<file path="src/rtl/rf_writeback_queue.sv">
// Ordered register-file writeback queue merging load-return and ALU writes.
// Define RF_WBQ_FWD_EN to add the fwd_sel/fwd_hit/fwd_dat forwarding lookup.
`timescale 1ns/1ps
module rf_writeback_queue #(
  parameter int DEPTH  = 4,
  parameter int DATA_W = 32,
  parameter int ADDR_W = 5
) (
  input  logic                      CLK,
  input  logic                      RST,
  input  logic                      mem_valid,
  output logic                      mem_ready,
  input  logic [ADDR_W-1:0]         mem_wsel,
  input  logic [DATA_W-1:0]         mem_wdat,
  input  logic                      alu_valid,
  output logic                      alu_ready,
  input  logic [ADDR_W-1:0]         alu_wsel,
  input  logic [DATA_W-1:0]         alu_wdat,
  output logic                      rf_wen,
  output logic [ADDR_W-1:0]         rf_wsel,
  output logic [DATA_W-1:0]         rf_wdat,
  output logic [(1<<ADDR_W)-1:0]    busy,
  output logic [$clog2(DEPTH):0]    count
`ifdef RF_WBQ_FWD_EN
  ,
  input  logic [ADDR_W-1:0]         fwd_sel,
  output logic                      fwd_hit,
  output logic [DATA_W-1:0]         fwd_dat
`endif
);

  localparam int PW = $clog2(DEPTH);
  localparam int CW = PW + 1;

  logic [ADDR_W-1:0] wsel_q [DEPTH];
  logic [DATA_W-1:0] wdat_q [DEPTH];

  logic [PW-1:0] head_q, head_d;
  logic [PW-1:0] tail_q, tail_d;
  logic [PW-1:0] alu_slot;
  logic [CW-1:0] count_q, count_d;
  logic [CW-1:0] space;
  logic          nonempty;
  logic          enq_mem, enq_alu;
  logic [DEPTH-1:0] live;

  assign nonempty = count_q != '0;

  // The head always retires this cycle, so its slot counts as free.
  assign space = CW'(DEPTH) - count_q + CW'(nonempty);

  assign mem_ready = space >= CW'(1);
  assign alu_ready = space >= (mem_valid ? CW'(2) : CW'(1));

  assign enq_mem = mem_valid & mem_ready & (mem_wsel != '0);
  assign enq_alu = alu_valid & alu_ready & (alu_wsel != '0);

  assign alu_slot = enq_mem ? tail_q + PW'(1) : tail_q;

  always_comb begin
    head_d  = head_q + PW'(nonempty);
    tail_d  = tail_q + PW'(enq_mem) + PW'(enq_alu);
    count_d = count_q - CW'(nonempty)
            + CW'(enq_mem) + CW'(enq_alu);
  end

  always_ff @(posedge CLK) begin
    if (RST) begin
      head_q  <= '0;
      tail_q  <= '0;
      count_q <= '0;
    end else begin
      head_q  <= head_d;
      tail_q  <= tail_d;
      count_q <= count_d;
    end
  end

  always_ff @(posedge CLK) begin
    if (!RST && enq_mem) begin
      wsel_q[tail_q] <= mem_wsel;
      wdat_q[tail_q] <= mem_wdat;
    end
    if (!RST && enq_alu) begin
      wsel_q[alu_slot] <= alu_wsel;
      wdat_q[alu_slot] <= alu_wdat;
    end
  end

  assign rf_wen  = nonempty;
  assign rf_wsel = nonempty ? wsel_q[head_q] : '0;
  assign rf_wdat = nonempty ? wdat_q[head_q] : '0;
  assign count   = count_q;

  for (genvar g = 0; g < DEPTH; g++) begin : g_live
    logic [PW-1:0] off;
    assign off     = PW'(g) - head_q;
    assign live[g] = {1'b0, off} < count_q;
  end

  always_comb begin
    busy = '0;
    for (int i = 0; i < DEPTH; i++) begin
      if (live[i]) busy[wsel_q[i]] = 1'b1;
    end
    busy[0] = 1'b0;
  end

`ifdef RF_WBQ_FWD_EN
  // Walk oldest to youngest so the youngest match wins.
  always_comb begin
    fwd_hit = 1'b0;
    fwd_dat = '0;
    for (int k = 0; k < DEPTH; k++) begin
      if (CW'(k) < count_q && fwd_sel != '0 &&
          wsel_q[head_q + PW'(k)] == fwd_sel) begin
        fwd_hit = 1'b1;
        fwd_dat = wdat_q[head_q + PW'(k)];
      end
    end
  end
`endif

endmodule

</file>
<file path="config.mk">
export PLATFORM = sky130hd
export DESIGN_NAME = rf_writeback_queue
export DESIGN_NICKNAME = d
export VERILOG_FILES = /design/src/rtl/rf_writeback_queue.sv
export SDC_FILE = /design/constraint.sdc
export NUM_CORES = 1
export LEC_CHECK = 0
export CAP_MARGIN = 10
export CORE_UTILIZATION = 30
export DETAILED_ROUTE_END_ITERATION = 6
export SLEW_MARGIN = 20
export SYNTH_ARGS = -nofsm -noshare
export SYNTH_HDL_FRONTEND = slang
export SYNTH_SLANG_ARGS = --single-unit
</file>
<file path="constraint.sdc">
create_clock -name CLK -period 8.9 [get_ports CLK]
set_input_delay 0.89 -clock CLK [delete_from_list [all_inputs] [get_ports CLK]]
set_output_delay 0.89 -clock CLK [all_outputs]
set_load 0.005 [all_outputs]
</file>
==> summary.md, run 1 <==
| Metric | Value |
|---|---|
| FMAX | 207 MHz |
| Gpl congestion | 0.956 |
| IO Pins | 153 |
| Critical Path, Cell by Cell | xor2_1, inv_1, ha_1, a21oi_1, nor2_1, nor3b_1, a22oi_1, o221ai_1, clkdlybuf4s50_1 |
| Crit path time final | 4.83 ns |
| Routed Antenna Nets | 0 |
| Ranking of synthesized cells by area | edfxtp_1 (48%), mux2_2 (13%), mux4_2 (8.9%), mux2_4 (6.3%), nor2b_1 (2.9%) |
| EDFF count, synth | 148 |
| Row count | 64 |
| Post-route DRC | 8 |
| Synth Net Count | 744 |
| PD cells | 290 nW/um^2 |
| Vias in the first global route | 6494 |
| Latest clock arrival within the worst-skew pair | 0.42 ns |
| Crit path DAT | 3.94 ns |
| Post-CTS Setup Inserts | 0 |
| # H-tree levels | 4 |
| Post-synthesis register bit count | 155 |
| Slowest stage delay, CP | 0.93 ns |
| Worst Path Required | 8.01 ns |
| Drt via density | 5.20 |
| CTS Sinks | 155 |
| IO Port Bufs | 151 |
| Rel. slew slack | 34.1% |
| Synth async-reset ratio | 0% |
| Top cell type by total area after synthesis | edfxtp_1 |
| YS warnings | 0 |
| Die Area | 31800 sq um |
| Area share of the largest cell type after synthesis | 47.7% |
| Final slew viol count | 0 |
| Failing checks | design-rule violations |
| Final setup viols | 0 |
| Layout cells sized above 1 | 30.8% |
| Total CTS buffers | 17 |
| Clock slew at reported path FFs | 0.06 ns |
| Mapped Area | 9330 sq um |
| Detailed Place HPWL | 16.9 mm |
| Worst Setup Start Kind | flip-flop |
| Synth Flop Type | edfxtp_1 |
| Syn-to-layout area delta | 26.0% |
| Initial Utilization | 30.5% |
| CTS Buffer Depth | 2 |
| Post-Syn Area per Cell | 14.4 sq um |
| Clk_skew | 0.00617 ns |
| Status | complete, but fails checks |
| Cells after DPL | 1166 |
| Routed via count | 6229 |
| Initial antenna violation count | 0 |
| Yosys cell types | 49 |
| Gr usage total | 16.7% |
| Period Utilization, post-route | 54.3% |
| Die Width | 178 um |
| Die H | 178 um |
| Max Cap Violations | 0 |
| Routed len/inst | 21.3 um |
| DRT iter0 DRCs | 611 |
| Worst min path class | flip-flop to flip-flop |
| First-pass GRT wire length | 39.1 mm |
| Critical path buffers and inverters | 2 |
| Top delay family on crit path | simple AND/OR/NAND/NOR gates |
| Leakage | 4.00 nW |
| Peak VDD IR | 0.164 mV |
| Final #Nets | 884 |
| Largest net degree at the start of global routing | 43 |
| WHS | 0.586 ns |
| Drt total wl | 25.6 mm |
| Core footprint | 30600 sq um |
| CTS resizes | 0 |
| N_diodes | 0 |
| Hold-fix buffers, CTS | 0 |
| Setup_tns | 0 ns |
| CTS tree | done |
| CTS root buf | clkbuf_16 |
| Crit Path Category | flip-flop to output port |
| Register area share after synthesis | 49.2% |
| First-pass iteration count of the detailed router | 7 |
| GRT overflow | 0 |
| Crit. End Element | output port |
| Final-report hold violation count | 0 |
| Crit-path slowest cell | dfxtp_4 |
| Max FO, Critical Path | 42 |
| Worst-Margin Slew | 0.986 ns |
| RSZ-0062 raised after global routing | no |
| Post-Layout Cell Count | 1198 |
| Post-Synthesis Cells | 649 |
-- layer usage --
metal  track usage, %  routed length (um)  share of wire (%)  vias to the layer above
li1                 -                   -                  -                     2825
met1             21.5               11100                 43                     3094
met2             28.8               12600                 49                      270
met3             2.88                1460                5.7                       40
met4             4.59                 390                1.5                        0
met5                0                   0                  0                        -
-- tightest hold or removal path: stages (launching register included) --
cell and delay (ns):
dfxtp_1 0.34, xnor2_1 0.16, nor2_1 0.04
-- registers in the layout, summed over array words and instances, names as in the netlist --
name / count
count: 3
head_q: 2
tail_q: 2
wdat_q: 128
wsel_q: 20
-- cell usage after synthesis (3+ instances only) --
master / count
or2_2: 6
buf_1: 4
nand3_1: 7
nand2_1: 30
a22oi_1: 26
fa_1: 3
buf_2: 7
o21ai_0: 3
mux2_2: 110
nand3b_1: 5
a221o_1: 4
o221ai_1: 24
buf_4: 3
ha_1: 14
mux2_4: 39
mux4_2: 37
inv_1: 15
o211ai_1: 3
nand2b_1: 8
buf_6: 10
nor3_1: 4
nor2_1: 19
and3b_1: 6
dfxtp_1: 7
edfxtp_1: 148
and3_1: 4
nor2b_1: 43
a21oi_1: 4
xnor2_1: 6
clkbuf_1: 16
nor3b_1: 10
-- power by group --
part / switching [W] / internal, W
Combinational: 0.000752 / 0.000824
Sequential: 0.000127 / 0.00102
Clock: 0.000280 / 0.000410
-- per-stage QoR --
stage / power (W) / utilization [%] / cell area, sq um / setup slack (ns)
final: 0.00341 / 38.4 / 11800 / 4.07
after global routing: 0.00361 / 38.4 / 11800 / 3.75
after CTS: 0.00345 / 38.4 / 11800 / 4.04
after detailed placement: 0.00275 / 36.6 / 11200 / 4.51
after global placement: 0.00275 / 36.6 / 11200 / 4.56
after floorplan: 0.00205 / - / 9330 / 4.59
-- area by class of cell --
cell class	instances	area, sq um
fill	2880	18800
sequential	155	4590
multi-input combinational	439	4460
timing repair buffer	161	1590
tap	396	495
clock buffer	20	437
clock inverter	12	124
inverter	15	56.3
-- logic make-up after synthesis --
| kind of cell | share of synthesized area (%) |
|---|---|
| muxes | 28.6 |
| DFF | 49.2 |
| and+or+nand+nor | 9.42 |
| AOI/OAI and AO/OA | 6.27 |
| buffers and inverters | 3.23 |
| adders and majority gates | 2.52 |
| xor gates and xnor gates | 0.751 |
| other | 0.0402 |
-- worst paths after layout --
kind              slack (ns)  depth (start not counted)       endpoint       from
setup / recovery        4.07                          9        busy[3]  head_q[0]
hold / removal          0.59                          2       count[2]   count[1]
setup reg to reg        5.32                         11  wdat_q[1][21]   count[0]
hold reg to reg         0.59                          2       count[2]   count[1]
-- cells in the final DEF, fill, tap and decap left out, types with 3 or more instances in the layout --
master / n
edfxtp_1: 148
ha_1: 14
nand2_1: 26
o21ai_0: 3
nand3b_1: 5
a22oi_1: 26
nand2b_1: 8
clkbuf_16: 17
nor2b_1: 43
mux2_2: 110
clkbuf_1: 3
clkinv_2: 4
and3b_1: 6
clkdlybuf4s50_1: 151
clkinvlp_4: 3
or2_2: 6
and3_1: 4
nand3_2: 4
a221o_1: 4
nor2_1: 19
buf_4: 10
fa_1: 3
nand3_1: 5
xnor2_1: 6
nor3_1: 3
mux2_4: 39
nand2_2: 4
a21oi_1: 4
o211ai_1: 3
dfxtp_1: 5
mux4_2: 37
inv_1: 15
nor3b_1: 10
o221ai_1: 24
No activity file was read; power rests on OpenSTA's default activity.
==> run 2: changes to the inputs <==
==> constraint.sdc (replaced) <==
create_clock -name CLK -period 4 [get_ports CLK]
set_input_delay 0.4 -clock CLK [delete_from_list [all_inputs] [get_ports CLK]]
set_output_delay 0.4 -clock CLK [all_outputs]
set_load 0.005 [all_outputs]
==> run 2 against run 1 <==
Effect of this change:
- the flow now finishes without violations
- critical endpoint is now busy[13]
- non-clock buffer count up 12
- register-to-register slack worse by 4.6 ns
- via count up 1.1%
- sequential share of layout area down 0.53 points
==> summary.md, run 2 (same netlist as run 1, synthesis figures left out) <==
| Metric | Value |
|---|---|
| Final core utilization | 38.9% (+0.52 points) |
| Setup_tns | 0 ns (unchanged) |
| Routed via count | 6296 (+1.1%) |
| First-pass GRT wire length | 39.9 mm (+2.1%) |
| Worst min path class | flip-flop to flip-flop |
| DRT iter0 DRCs | 687 (+12%) |
| Clk_skew | 0.00603 ns (-0.000137 ns) |
| CTS Sinks | 155 (unchanged) |
| Syn-to-layout area delta | 27.7% |
| Largest Register | wdat_q |
| Critical Path, Cell by Cell | inv_1, ha_1, a21boi_0, o21bai_1, nor2b_1, and2_0, a22oi_1, o221ai_1, clkdlybuf4s50_1 |
| Worst-Margin Slew | 0.688 ns (-0.298 ns) |
| Leakage | 4.07 nW (+1.8%) |
| Vias in the first global route | 6428 (-1.0%) |
| Status | finished clean |
| RSZ-0062 raised after global routing | no |
| GRT overflow | 0 (unchanged) |
| FF+latch area | 4590 sq um (unchanged) |
| Top delay family on crit path | buffers and inverters |
| R2R cell count | 11 (unchanged) |
| Post-route DRC | 0 (-8) |
| First-pass iteration count of the detailed router | 6 (-1) |
| CTS root buf | clkbuf_16 |
| RR Endpoint | wdat_q[2][7] |
| Gr usage total | 17.2% (+0.47 points) |
| Placed Area | 11300 sq um (+1.3%) |
| Initial Utilization | 30.5% (unchanged) |
| CP startpoint | count[1] |
| Met3 Use GR | 3.82% (+0.94 points) |
| FMAX | 268 MHz |
| CTS resizes | 0 (unchanged) |
| Worst Path Required | 3.60 ns (-4.41 ns) |
| Die H | 178 um (unchanged) |
| Met2 Resource Use GR | 27.9% (-0.96 points) |
| PD cells | 651 nW/um^2 (+120%) |
| Routed len/inst | 22.2 um (+3.8%) |
| N_diodes | 0 (unchanged) |
| Crit path time final | 3.73 ns |
| Fillers | 2904 (+0.83%) |
| Drt total wl | 26.8 mm (+4.9%) |
| Pwr Total | 0.00776 W (+130%) |
| Drt via density | 5.20 (about the same) |
| Hold path depth | 2 (unchanged) |
| Hold-fix buffers, CTS | 0 (unchanged) |
| Min-delay src | count[1] |
| # H-tree levels | 4 (unchanged) |
| Most frequent cells in the layout | clkdlybuf4s50_1 (151), edfxtp_1 (148), mux2_2 (110), nor2b_1 (43), mux2_4 (39) |
| Crit Path Category | flip-flop to output port |
| Multi-input logic area | 4470 sq um (+0.11%) |
| Layout cells sized above 1 | 32.1% (+1.3 points) |
| CTS Buffer Depth | 2 (unchanged) |
| Worst reg2reg path startpoint | count[0] |
| Final-report hold violation count | 0 (unchanged) |
| Reg2Reg Setup Slack | 0.70 ns (-4.62 ns) |
| Most common cell after layout, fill and taps aside | clkdlybuf4s50_1 |
| Max FO, Critical Path | 6 (-86%) |
| Final Cell Area | 11900 sq um (+1.4%) |
| IO Pins | 153 (unchanged) |
| Crit path DAT | 3.33 ns (-0.61 ns) |
| Total CTS buffers | 17 (unchanged) |
| Final setup viols | 0 (unchanged) |
| Worst Hold End | count[2] |
| Detailed Place HPWL | 18.3 mm (+8.5%) |
| Met1 GRT Util | 23.1% (+1.6 points) |
| CTS tree | done |
| Crit-path slowest cell | clkdlybuf4s50_1 |
| Worst Setup Start Kind | flip-flop |
| Rel. slew slack | 54.0% (+20 points) |
| Core footprint | 30600 sq um (unchanged) |
| Largest net degree at the start of global routing | 40 (-7.0%) |
| Routed Antenna Nets | 0 (unchanged) |
| Final #Nets | 896 (+1.4%) |
| Peak VDD IR | 0.376 mV (+130%) |
| Gpl congestion | 1.01 (+5.5%) |
| Max Cap Violations | 0 (unchanged) |
| Row count | 64 (unchanged) |
| Period Utilization, post-route | 93.3% |
| Post-CTS Setup Inserts | 0 (unchanged) |
| GR peak layer | met2 |
| Largest register FFs | 128 (unchanged) |
| Final slew viol count | 0 (unchanged) |
| Slowest stage delay, CP | 0.57 ns (-0.36 ns) |
| Initial antenna violation count | 0 (unchanged) |
| Clock slew at reported path FFs | 0.06 ns (about the same) |
| Latest clock arrival within the worst-skew pair | 0.42 ns (about the same) |
| Die Width | 178 um (unchanged) |
| Die Area | 31800 sq um (unchanged) |
| IO Port Bufs | 151 (unchanged) |
| Crit. End Element | output port |
| Critical path buffers and inverters | 2 (unchanged) |
## run 2: stage by stage
| step | hold WS, ns | cells | setup slack (ns) |
|---|---|---|---|
| 5_1_grt | 0.622 | 1210 | 0.0748 |
| 4_1_cts | 0.599 | 1210 | 0.255 |
| 3_3_place_gp | 0.567 | 1178 | 0.596 |
| 2_1_floorplan | 0.548 | 649 | 0.0456 |
| 6_report | 0.603 | 1210 | 0.269 |
| 3_5_place_dp | 0.574 | 1178 | 0.638 |
## run 2: metal layers
| layer | part of all wire (%) | wire (um) | up-vias |
|---|---|---|---|
| met5 | 0 | 0 | - |
| met4 | 1.5 | 393 | 0 |
| met2 | 47 | 12600 | 281 |
| li1 | - | - | 2853 |
| met1 | 44 | 11900 | 3124 |
| met3 | 7.2 | 1930 | 38 |
## run 2: how the worst max path moves through the flow
stage / endpoint / slack [ns] / depth (start not counted)
floorplan: wdat_q[0][0] / 0.05 / 15
global placement: busy[10] / 0.60 / 9
detailed placement: wdat_q[0][8] / 0.64 / 10
CTS: busy[13] / 0.26 / 9
global route: busy[12] / 0.07 / 9
finish: busy[13] / 0.27 / 9
## run 2: worst reg2reg max path, stage by stage, from the launching register on
cell,delay [ns]
dfxtp_1,0.42
nor3_2,0.23
ha_1,0.17
inv_1,0.04
ha_1,0.17
xor2_1,0.17
or3b_4,0.42
o211ai_4,0.17
mux2_4,0.35
nand3_2,0.09
buf_4,0.40
mux2_2,0.41
## run 2: cell type report
class	instances	share of cell area, %
sequential	155	38.5
timing repair buffer	173	14.5
tap	396	4.16
clock buffer	18	3.60
inverter	15	0.473
multi-input combinational	439	37.5
clock inverter	14	1.23
## run 2: report_power, final
group          total [W]  switching (W)  internal [W]
combinational    0.00372        0.00183       0.00190
sequential       0.00246       0.000195       0.00226
clock            0.00158       0.000659      0.000920
